<file path="config.mk">
export PLATFORM = sky130hd
export DESIGN_NAME = load_store_unit
export DESIGN_NICKNAME = d
export VERILOG_FILES = /design/src/rtl/load_store_unit.sv
export SDC_FILE = /design/constraint.sdc
export NUM_CORES = 1
export LEC_CHECK = 0
export BUFFER_PORTS_ARGS = -buffer_cell sky130_fd_sc_hd__clkbuf_2
export CAP_MARGIN = 20
export CORE_ASPECT_RATIO = 0.8
export CORE_MARGIN = 1.5
export CORE_UTILIZATION = 40
export CTS_CLUSTER_SIZE = 40
export DETAILED_ROUTE_END_ITERATION = 16
export GPL_TIMING_DRIVEN = 0
export PLACE_DENSITY = 0.67
export REMOVE_ABC_BUFFERS = 1
export SLEW_MARGIN = 20
export SYNTH_ARGS = -nofsm -noshare
export SYNTH_HDL_FRONTEND = slang
export SYNTH_SLANG_ARGS = --single-unit
</file>
<file path="constraint.sdc">
create_clock -name clk -period 4.8 [get_ports clk]
set_input_delay 0.48 -clock clk [delete_from_list [all_inputs] [get_ports clk]]
set_output_delay 0.48 -clock clk [all_outputs]
set_load 0.01 [all_outputs]
</file>
<file path="src/rtl/load_store_unit.sv">
// Memory-access stage: issues one load/store per instruction on a req/ack bus,
// aligns/extends load data and stalls the core until the access completes.
module load_store_unit #(
    parameter int unsigned TIMEOUT = 255
) (
    input  logic        clk,
    input  logic        reset_n,
    input  logic        mem_read,
    input  logic        mem_write,
    input  logic [2:0]  funct3,
    input  logic [31:0] addr,
    input  logic [31:0] wdata,
    output logic [31:0] load_data,
    output logic        stall,
    output logic        misaligned,
    output logic        access_fault,
    output logic        bus_req,
    output logic        bus_we,
    output logic [31:0] bus_addr,
    output logic [3:0]  bus_be,
    output logic [31:0] bus_wdata,
    input  logic        bus_ack,
    input  logic        bus_err,
    input  logic [31:0] bus_rdata
);

    typedef enum logic [1:0] {
        S_IDLE,
        S_BUSY,
        S_DONE
    } state_e;

    localparam logic [7:0] CNT_LAST = 8'(TIMEOUT - 1);

    state_e      state_q, state_d;
    logic [7:0]  cnt_q, cnt_d;
    logic        fault_q, fault_d;
    logic        req_q, req_d;
    logic        we_q, we_d;
    logic [31:0] baddr_q, baddr_d;
    logic [3:0]  be_q, be_d;
    logic [31:0] bwd_q, bwd_d;
    logic [31:0] ld_q, ld_d;
    logic [2:0]  f3_q, f3_d;
    logic [1:0]  off_q, off_d;

    logic        op;
    logic        ill;
    logic        mis;
    logic        go;
    logic [1:0]  sz;
    logic [3:0]  be_n;
    logic [31:0] wd_n;
    logic [31:0] ld_ext;
    logic [7:0]  lane_b;
    logic [15:0] lane_h;

    // Decode the incoming request: size, legality and alignment.
    always_comb begin
        op  = mem_write | mem_read;
        sz  = funct3[1:0];
        ill = 1'b0;
        if (mem_write) begin
            ill = funct3[2] | (funct3[1:0] == 2'b11);
        end else begin
            ill = (funct3 == 3'b011) | (funct3 == 3'b110) |
                  (funct3 == 3'b111);
        end
        mis = ((sz == 2'b01) && addr[0]) ||
              ((sz == 2'b10) && (addr[1:0] != 2'b00));
    end

    assign go = (state_q == S_IDLE) && op && !ill && !mis;

    // Store byte enables and lane-replicated write data.
    always_comb begin
        be_n = 4'b1111;
        wd_n = 32'h0;
        if (mem_write) begin
            unique case (sz)
                2'b00: begin
                    be_n = 4'b0001 << addr[1:0];
                    wd_n = {4{wdata[7:0]}};
                end
                2'b01: begin
                    be_n = addr[1] ? 4'b1100 : 4'b0011;
                    wd_n = {2{wdata[15:0]}};
                end
                default: begin
                    be_n = 4'b1111;
                    wd_n = wdata;
                end
            endcase
        end
    end

    // Select the addressed lane of the read word and extend it.
    always_comb begin
        lane_b = bus_rdata[7:0];
        unique case (off_q)
            2'b00: lane_b = bus_rdata[7:0];
            2'b01: lane_b = bus_rdata[15:8];
            2'b10: lane_b = bus_rdata[23:16];
            2'b11: lane_b = bus_rdata[31:24];
        endcase
        lane_h = off_q[1] ? bus_rdata[31:16] : bus_rdata[15:0];
        unique case (f3_q)
            3'b000:  ld_ext = {{24{lane_b[7]}}, lane_b};
            3'b100:  ld_ext = {24'h0, lane_b};
            3'b001:  ld_ext = {{16{lane_h[15]}}, lane_h};
            3'b101:  ld_ext = {16'h0, lane_h};
            default: ld_ext = bus_rdata;
        endcase
    end

    // Next-state logic for the access sequencer.
    always_comb begin
        state_d = state_q;
        cnt_d   = cnt_q;
        fault_d = fault_q;
        req_d   = req_q;
        we_d    = we_q;
        baddr_d = baddr_q;
        be_d    = be_q;
        bwd_d   = bwd_q;
        ld_d    = ld_q;
        f3_d    = f3_q;
        off_d   = off_q;
        unique case (state_q)
            S_IDLE: begin
                if (go) begin
                    state_d = S_BUSY;
                    cnt_d   = 8'd0;
                    fault_d = 1'b0;
                    req_d   = 1'b1;
                    we_d    = mem_write;
                    baddr_d = {addr[31:2], 2'b00};
                    be_d    = be_n;
                    bwd_d   = wd_n;
                    f3_d    = funct3;
                    off_d   = addr[1:0];
                end
            end
            S_BUSY: begin
                cnt_d = cnt_q + 8'd1;
                if (bus_err) begin
                    req_d   = 1'b0;
                    fault_d = 1'b1;
                    state_d = S_DONE;
                end else if (bus_ack) begin
                    req_d   = 1'b0;
                    state_d = S_DONE;
                    if (!we_q) begin
                        ld_d = ld_ext;
                    end
                end else if (cnt_q == CNT_LAST) begin
                    req_d   = 1'b0;
                    fault_d = 1'b1;
                    state_d = S_DONE;
                end
            end
            S_DONE: begin
                cnt_d   = 8'd0;
                fault_d = 1'b0;
                state_d = S_IDLE;
            end
            default: begin
                state_d = S_IDLE;
                req_d   = 1'b0;
            end
        endcase
    end

    // Core-facing status: stall while a valid request is pending or in flight.
    always_comb begin
        stall        = 1'b0;
        misaligned   = 1'b0;
        access_fault = 1'b0;
        unique case (state_q)
            S_IDLE: begin
                stall        = go;
                misaligned   = op && mis;
                access_fault = op && ill;
            end
            S_BUSY:  stall = 1'b1;
            S_DONE:  access_fault = fault_q;
            default: stall = 1'b0;
        endcase
    end

    // State and datapath registers.
    always_ff @(posedge clk or negedge reset_n) begin
        if (!reset_n) begin
            state_q <= S_IDLE;
            cnt_q   <= 8'd0;
            fault_q <= 1'b0;
            req_q   <= 1'b0;
            we_q    <= 1'b0;
            baddr_q <= 32'h0;
            be_q    <= 4'h0;
            bwd_q   <= 32'h0;
            ld_q    <= 32'h0;
            f3_q    <= 3'b0;
            off_q   <= 2'b0;
        end else begin
            state_q <= state_d;
            cnt_q   <= cnt_d;
            fault_q <= fault_d;
            req_q   <= req_d;
            we_q    <= we_d;
            baddr_q <= baddr_d;
            be_q    <= be_d;
            bwd_q   <= bwd_d;
            ld_q    <= ld_d;
            f3_q    <= f3_d;
            off_q   <= off_d;
        end
    end

    assign load_data = ld_q;
    assign bus_req   = req_q;
    assign bus_we    = we_q;
    assign bus_addr  = baddr_q;
    assign bus_be    = be_q;
    assign bus_wdata = bwd_q;

endmodule

</file>
Word level (Yosys, flattened, before mapping) --
Cells that the tools add are included.
Word-level totals: flip-flop bits (word level) 116, bits of input ports 105, output and inout port bits 105
Cells by class: $add $sub $neg 1, eq/ne operators 19, shift-type cells 1, mux-type cells 29, bitwise gates (word level) 7, reduce and logical (&&, ||, !) cells 22
Operators by type and width (count):
- one-hot mux 32 bit (4 select lines) | 1
- one-hot mux 32 bit (2 select lines) | 1
- two-way mux 32 bit | 1
- one-hot mux 8 bit (4 select lines) | 1
- one-hot mux 8 bit (3 select lines) | 1
- two-way mux 16 bit | 1
- equality test 3 bit (second input constant) | 4
- equality test 2 bit (second input constant) | 5
- two-way mux 1 bit | 10
- adder 8 x 1 -> 8 bit (second input constant) | 1
- equality test 8 bit (second input constant) | 1
- two-way mux 2 bit | 4
- two-way mux 4 bit | 2
- two-way mux 8 bit | 1
- one-hot mux 4 bit (2 select lines) | 1
- AND reduction 4 bit | 2
- logical AND 1 bit | 7
- equality test 2 x 1 -> 1 bit (second input constant) | 3
- zero test 2 bit | 3
- inequality test 3 bit (second input constant) | 2
- one-hot mux 1 bit (3 select lines) | 2
- AND reduction 2 bit | 3
- inequality test 4 bit (second input constant) | 1
- bitwise OR 1 bit | 4
- other kinds (13) | 17

Logic depth before layout (Yosys ltp) --
Gate-level depths: netlist of the first run.
word-level depth 9, mapped depth 8, depth with buffers taken out 6

Least setup slack after synthesis of the first run --
Ideal clock, no wire load.
path type in2out, start input port mem_write, end output port stall, data arrival time 1740 ps, data required time 4320 ps, slack 2580 ps, stages 7, buffers on the path 3, cell sequence buf_2 a21oi_1 o221ai_1 nor2_1 buf_2 buf_2 o21ba_2
On the way: cells in the longest elaborated chain, start to end 5, elaborated cells between the ends (all ways) 7, those cells by class mux: 2; bitwise: 1; reduce/logical: 4
Ends and longest elaborated chain:
- start: declaration | line 9 | input logic mem_write,
- bitwise OR 1 bit or two-way mux 1 bit (tied branches) | line 60, 63
- logical AND 1 bit or zero test 1 bit (tied branches) | line 73 | assign go = (state_q == S_IDLE) && op && !ill && !mis;
- logical AND 1 bit * (2 in a row) | line 73
- one-hot mux 1 bit (2 select lines) * | line 179 | unique case (state_q)
- end: declaration | line 14 | output logic stall,
Every way passes the cells marked *; elsewhere a longest branch is shown, timed or not.

Worst setup path after layout of the first run --
start input port funct3[1], end output port stall
On the way: cells in the longest elaborated chain, start to end 8, elaborated cells between the ends (all ways) 18, those cells by class eq/ne: 6; mux: 2; bitwise: 3; reduce/logical: 7
Ends and longest elaborated chain:
- start: declaration | line 10 | input logic [2:0] funct3,
- equality test 3 x 2 -> 1 bit or equality test 3 bit (tied branches) | line 66 | ill = (funct3 == 3'b011) | (funct3 == 3'b110) |
- bitwise OR 1 bit (2 in a row) | line 66
- two-way mux 1 bit | line 63 | if (mem_write) begin
- zero test 1 bit | line 73
- logical AND 1 bit | line 73
- logical AND 1 bit * | line 73
- one-hot mux 1 bit (2 select lines) * | line 179
Marked as above.

==> results of run 1 <==
## metal layers
metal	vias to the layer above	wire [µm]	global-route usage [%]
li1	2431	-	-
met1	2498	6900	27.7
met2	153	7870	34.5
met3	15	806	5.12
met4	0	197	7.37
met5	-	0	0
## power by group through the flow
| stage | clock network [µW] | registers, µW | logic [µW] |
|---|---|---|---|
| floorplan | 0 | 1770 | 578 |
| global placement | 0 | 1650 | 1310 |
| detailed placement | 0 | 1670 | 1360 |
| CTS | 1230 | 1660 | 1370 |
| global route | 1290 | 1720 | 1480 |
| finish | 1210 | 1670 | 1350 |
## logic make-up (layout without fill, tap and decap cells)
| family | count (synthesis) | after routing | synth area share [%] |
|---|---|---|---|
| simple gates | 170 | 170 | 14.1 |
| compound gates | 161 | 161 | 17.6 |
| flops | 116 | 116 | 50.4 |
| mux | 68 | 68 | 13.3 |
| buf+inv | 55 | 253 | 4.13 |
| fa+ha+maj | 2 | 2 | 0.435 |
| other cells | 1 | 2 | 0.0651 |
## metrics by stage
step                cells  hold slack (ns)  area, µm²
floorplan             525            0.184       5550
global placement      916            0.457       6810
detailed placement    923            0.405       7020
CTS                   956            0.275       7600
global route          956            0.272       7600
finish                956            0.287       7600
## sequential cells by signal (all words and copies together) (netlist names), 2 cells and up
name       cells
bus_be         4
state_q        2
bus_wdata     32
bus_addr      30
load_data     32
off_q          2
f3_q           3
cnt_q          8
## cells in the final DEF (no fill, tap or decap), types with 5 or more instances in the layout
cell	count
nand3b_1	8
mux2i_1	11
o211ai_1	6
a21boi_0	8
nor2b_1	11
o21ai_1	7
a211o_1	7
nand2_1	76
a31oi_1	5
nand3_1	37
mux2_1	6
nor2_1	18
a22oi_1	7
or3_1	5
clkbuf_2	206
o21ai_0	59
inv_1	6
o31ai_1	24
a21oi_1	17
a21o_1	7
clkbuf_16	17
mux2_2	50
dfrtp_1	115
## path summary, 6_finish.rpt
kind	end	slack, ns	cells after the start
max in group asynchronous	f3_q[1]	3.56	3
worst max register to register	load_data[26]	1.87	4
worst min register to register	bus_req	0.48	1
worst min-delay path	bus_addr[27]	0.29	2
worst max-delay path	stall	1.73	7
min in group asynchronous	load_data[28]	0.53	2
## cells in the mapped netlist, drive strengths merged
cell type	instances	area share [%]
a22oi	7	0.91
o22ai	1	0.11
buf	18	1.7
nor2b	11	1.2
conb	1	0.065
nand3b	8	1.0
o211ai	6	0.78
mux2	56	11
o21ai	66	5.7
o311ai	5	0.76
o221ai	2	0.30
a31oi	5	0.54
a211o	7	1.1
nor2	20	1.3
clkbuf	31	2.0
nand2b	4	0.43
dfrtp	116	50
or3	5	0.54
o21a	2	0.26
or4b	2	0.35
nand3	37	3.2
a22o	1	0.15
a21o	7	0.91
nand2	76	5.0
a21oi	17	1.5
o21bai	2	0.26
mux2i	11	1.9
o31ai	24	3.1
nor4	1	0.11
nor3	1	0.087
and3	1	0.11
mux4	1	0.39
nor4b	2	0.41
nand4	1	0.11
inv	6	0.39
nand4b	1	0.15
ha	2	0.43
o21ba	1	0.17
a21boi	8	1.0
## final cells by class
cell class / count / area share, %
Inverter: 6 / 0.296
Tap cell: 184 / 3.03
Timing Repair Buffer: 215 / 15.9
Multi-Input combinational cell: 403 / 35.1
Sequential cell: 116 / 38.2
Clock inverter: 14 / 1.68
Clock buffer: 18 / 5.78
## repair_timing
action	CTS	global route
hold endpoints to repair	31	0
hold buffers	1	0
resized for setup	0	0
## worst register-to-register path, stage by stage (launching register included)
cell	delay (ns)
dfrtp_1	0.69
nand2b_1	0.37
or4b_1	0.97
a211o_1	0.66
nand3_1	0.17
==> metrics.md, run 1 <==
| Metric | Value |
|---|---|
| Power Total | approximately 4200 µW |
| Origin of the critical flop-to-flop path | state_q[0] |
| Clock share of power | approximately 29% |
| Initial antenna violation count | 0 |
| DP HPWL | ~11000 µm |
| WL/cell | 16.5 µm |
| Syn avg cell area | 10.0 µm² |
| Worst EP required | 4.32 ns |
| Nets | 866 |
| Number of routed nets with antenna violations | 0 |
| Gr ovfl total | 0 |
| H-tree depth reported by CTS | 4 |
| Vias/cell | 5.33 |
| First-pass GRT wire length | 24700 µm |
| LEAKAGE | roughly 0.0036 µW |
| Area growth from synthesis to layout | 32.0% |
| Clock root buffer | clkbuf_16 |
| Net switching power | 1520 µW |
| Die span in x | ~140 µm |
| Post-synthesis cell count | 573 |
| Worst Path Max Fanout | 38 |
| Initial Util | approximately two fifths |
| TritonCTS buffer count | 17 |
| Sequential area share after synthesis | 50.4% |
| Max Root-Sink Buffers | 2 |
| Final Cycle Share | 63.9% |
| Fillcell total | 1271 |
| Crit. End Element | output pin |
| WL final | 15800 µm |
| Ys Warns | 0 |
| Gr usage total | 21.2% |
| Die H | approximately 110 µm |
| Register Area | 2900 µm² |
| # rows | 39 |
| Post-CTS Setup Inserts | 0 |
| Slowest CP cell | clkbuf_2 |
| Maxcap violations | 0 |
| PwrDens | 556 nW/µm² |
| Mapped Area | around 5800 µm² |
| Number of port buffers | 207 |
| Worst setup SP type | input pin |
| Sw Ratio | a little over a third |
| P_int | 2710 µW |
| Die Area | 15100 µm² |
| Largest net degree at the start of global routing | 86 |
| Worst-Margin Slew | around 0.93 ns |
| Fin util | 53.7% |
| DRC errors left | 2 |
| Worst-path clk slew | 0.06 ns |
| Final min period | 3.07 ns |
| Status | finished with violations |
| Clock sink count | 116 |
| FF+latch count, synth | 116 |
| Layout cells sized above 1 | 39.5% |
| Via count | between 5000 and 6000 |
| Final slew viol count | 0 |
| TritonCTS clock tree | built |
| Post-layout worst setup margin | 1.73 ns |
| Worst vdd ir | 293 µV |
| Most used cell, CP | clkbuf_2 |
| Pre-CTS setup slack | 1.67 ns |
| Failing checks | DRC |
| # IOs | 210 |
| Library cells used by synthesis | 48 |
| HP Start | addr[27] |
| 1st-iter DRT viols | 506 |
| Fmax | between 300 and 400 MHz |
| RSZ-0062 raised after global routing | false |
| Crit path DAT | 2.59 ns |
| CP top delay family | buffers and inverters |
| Kind of critical path | in -> out |
| Vias in the first global route | 4830 |
| Sequential power share | 39.4% |
| Combinational power share | a little under a third |
| Endpoints failing hold | 0 |
| Crit-path cells | clkbuf_2 -> nand2b_1 -> o22ai_4 -> buf_16 -> nor2_4 -> o21ba_2 -> clkbuf_2 |
| CP startpoint | funct3[1] |
| Area of the core | 14200 µm² |
| Final Skew | ~0.0057 ns |
| TNS Setup | 0 ns |
| Placer Congestion | about 0.76 |
| Worst path bufs/invs | 3 |
| TritonRoute pass-1 iters | 11 |
| Relative slew slack | 38.3% |
| Slowest stage delay, CP | 0.61 ns |
| HP Class | in -> reg |
| Final setup vio count | 0 |
| ANT cells | 0 |
| Worst skew pair latency | 0.42 ns |
| Area occupied by multi-input gates | between 2000 and 3000 µm² |
(Power assumes the default switching activity.)
==> run 2, diff against run 1 <==
ABC_AREA = 1   (was default)
PLACE_DENSITY = 0.7   (was 0.67)
clock period = 2.5 ns   (was 4.8 ns; I/O delays follow)
==> run 2 against run 1 <==
The flow now finishes without violations; cell count increased by 13%; clock-buffer cell count unchanged; combinational power increased by 88%; design area decreased by 2.7%; non-clock buffer count decreased by 4; synthesized area decreased by 2.3%; clock power increased by 100%; sequential cell count unchanged; critical path type is now in -> reg.
==> metrics.md, run 2 <==
| Metric | Value |
|---|---|
| Fmax | ~430 MHz |
| Synth cell count leaders | nand2_1, dfrtp_1, o21ai_0 |
| H-tree depth reported by CTS | 4 |
| Number of port buffers | 207 |
| WL/cell | 14.6 µm |
| Number of routed nets with antenna violations | 0 |
| Top-count cell post-synth | nand2_1 |
| Final setup vio count | 0 |
| Area of the core | 13600 µm² |
| Synth area leaders | dfrtp_1, nand2_1, o21ai_0, inv_1, nor2_1 |
| Die H | 109 µm |
| Sw Ratio | 36.5% |
| Relative slew slack | 43.8% |
| Initial Util | 41.2% |
| Worst Path Max Fanout | 24 |
| Sequential area share after synthesis | 51.6% |
| Final min period | 2.35 ns |
| Vias/cell | roughly 4.9 |
| Top cell type by total area after synthesis | dfrtp_1 |
| Combinational power share | 31.7% |
| TritonRoute pass-1 iters | 5 |
| Maxcap violations | 0 |
| Ys Warns | 0 |
| Mapped Area | about 5600 µm² |
| Pre-CTS setup slack | -1.20 ns |
| Final Cycle Share | roughly 94% |
| Yosys top cell area share | 51.6% |
| TritonCTS buffer count | 17 |
| Post-synth EDFFs | 0 |
| Clock root buffer | clkbuf_16 |
| FF+latch count, synth | 116 |
| Worst-Margin Slew | 0.843 ns |
| Gr usage total | approximately 22% |
| HP Class | in -> reg |
| Clock sink count | 116 |
| Max Root-Sink Buffers | 2 |
| Initial antenna violation count | 0 |
| Final Skew | 0.00989 ns |
| Slowest CP cell | a21oi_2 |
| Gr ovfl total | 0 |
| LEAKAGE | 0.00397 µW |
| Worst skew pair latency | roughly 0.41 ns |
| Most common cell after layout, fill and taps aside | nand2_1 |
| Endpoints failing hold | 0 |
| ANT cells | 0 |
| Status | complete, no violations |
| 1st-iter DRT viols | 309 |
| Placer Congestion | 0.818 |
| P_int | approximately 5100 µW |
| Worst vdd ir | between 500 and 600 µV |
| DRC errors left | 0 |
| Crit path DAT | 2.66 ns |
| Die Area | 14800 µm² |
| WL final | 15800 µm |
| Via count | 5330 |
| TritonCTS clock tree | built |
| Crit. End Element | flop |
| Post-layout worst setup margin | 0.154 ns |
| Fin util | ~54% |
| Largest net degree at the start of global routing | 84 |
| Layout cells sized above 1 | 31.3% |
| Worst Hold Slack | ~0.027 ns |
| Worst-path clk slew | 0.06 ns |
| DP HPWL | 10800 µm |
| Post-synthesis cell count | about 700 |
| Crit-path cells | clkbuf_2 -> clkinvlp_4 -> nand2_1 -> a21oi_2 -> nand3_4 -> nor2_8 -> inv_2 -> o21ai_0 |
| Post-CTS Setup Inserts | 0 |
| Most used flip-flop cell after synthesis | dfrtp_1 |
| PwrDens | 1080 nW/µm² |
| Syn avg cell area | 8.15 µm² |
| Area growth from synthesis to layout | 31.4% |
| Die span in x | 136 µm |
| Clock share of power | a little under a third |
| Sequential power share | between 30% and 40% |
| Net switching power | about 3000 µW |
| RSZ-0062 raised after global routing | false |
| Commonest non-fill, non-tap cells in the layout | nand2_1, clkbuf_2, dfrtp_1 |
| # rows | 38 |
| Vias in the first global route | 5089 |
| First-pass GRT wire length | roughly 26000 µm |
| Nets | 997 |
| Worst setup SP type | input pin |
| Slowest stage delay, CP | 0.48 ns |
| Async set-reset flop share out of synthesis | 100% |
| Final slew viol count | 0 |
| Kind of critical path | in -> reg |
| Library cells used by synthesis | 34 |
| Worst EP required | roughly 2.8 ns |
| # IOs | 210 |
-- run 2: timing repair --
item	in CTS	in global routing
endpoints found under the setup margin	73	67
pin swaps	1	1
gates resized for setup	2	2
hold buffers	1	0
cloned	2	1
hold endpoints to repair	33	0
-- run 2: cell families (layout without fill, tap and decap cells) --
| logic type | count (synthesis) | after routing | synth area share (%) |
|---|---|---|---|
| DFF | 116 | 116 | 51.6 |
| muxes | 1 | 1 | 0.178 |
| other | 1 | 2 | 0.0666 |
| AOI/OAI and AO/OA | 138 | 138 | 15.6 |
| buffers and inverters | 92 | 301 | 7.87 |
| and+or+nand+nor | 340 | 343 | 24.2 |
| adders and majority gates | 2 | 2 | 0.445 |
-- run 2: worst paths after layout --
kind / startpoint / endpoint / slack, ns / cells past startpoint
worst max-delay path: funct3[1] / bus_wdata[4] / 0.15 / 8
worst min-delay path: addr[19] / bus_addr[19] / 0.03 / 3
worst max register to register: off_q[0] / load_data[3] / 0.23 / 7
worst min register to register: fault_q / fault_q / 0.47 / 2
max in group asynchronous: reset_n / state_q[0] / 1.46 / 3
min in group asynchronous: reset_n / load_data[28] / 0.32 / 2
-- run 2: critical path, delay by kind of cell --
family	cells	cell delay [ns]
AO/OA/AOI/OAI	2	0.76
buffers and inverters	3	0.95
AND/OR/NAND/NOR	3	0.68
-- run 2: power groups by stage --
stage                     logic, µW  registers, µW  clock network (µW)
final                          2540           3030                2430
after detailed placement       2550           3040                   0
after CTS                      2570           3030                2470
after floorplan                1140           3270                   0
after global routing           2860           3120                2560
after global placement         2490           3030                   0
-- run 2: routing by layer --
layer / global-route usage, % / routed length (µm) / up-vias / share of wire [%]
li1: - / - / 2623 / -
met1: 28.5 / 6940 / 2472 / 44
met2: 35.4 / 7160 / 217 / 45
met3: 7.86 / 1430 / 18 / 9.1
met4: 7.53 / 226 / 0 / 1.4
met5: 0 / 0 / - / 0
-- run 2: metrics by stage --
stage	TNS [ns]	cells	total power, µW	area, µm²
after floorplan	-4.72	657	4410	5410
after global placement	-211.42	1044	5520	6670
after CTS	0	1082	8060	7370
after detailed placement	-70.57	1047	5590	6740
final	0	1083	7990	7390
after global routing	0	1083	8540	7390
-- run 2: cell type report --
| class | instances | area [µm²] |
|---|---|---|
| inverters | 58 | 225 |
| clock buffers | 18 | 439 |
| clock inverters | 14 | 154 |
| flip-flops and latches | 116 | 2900 |
| repair buffers | 211 | 1110 |
| fillers | 1333 | 6250 |
| multi-input cells | 486 | 2340 |
| well taps | 180 | 225 |
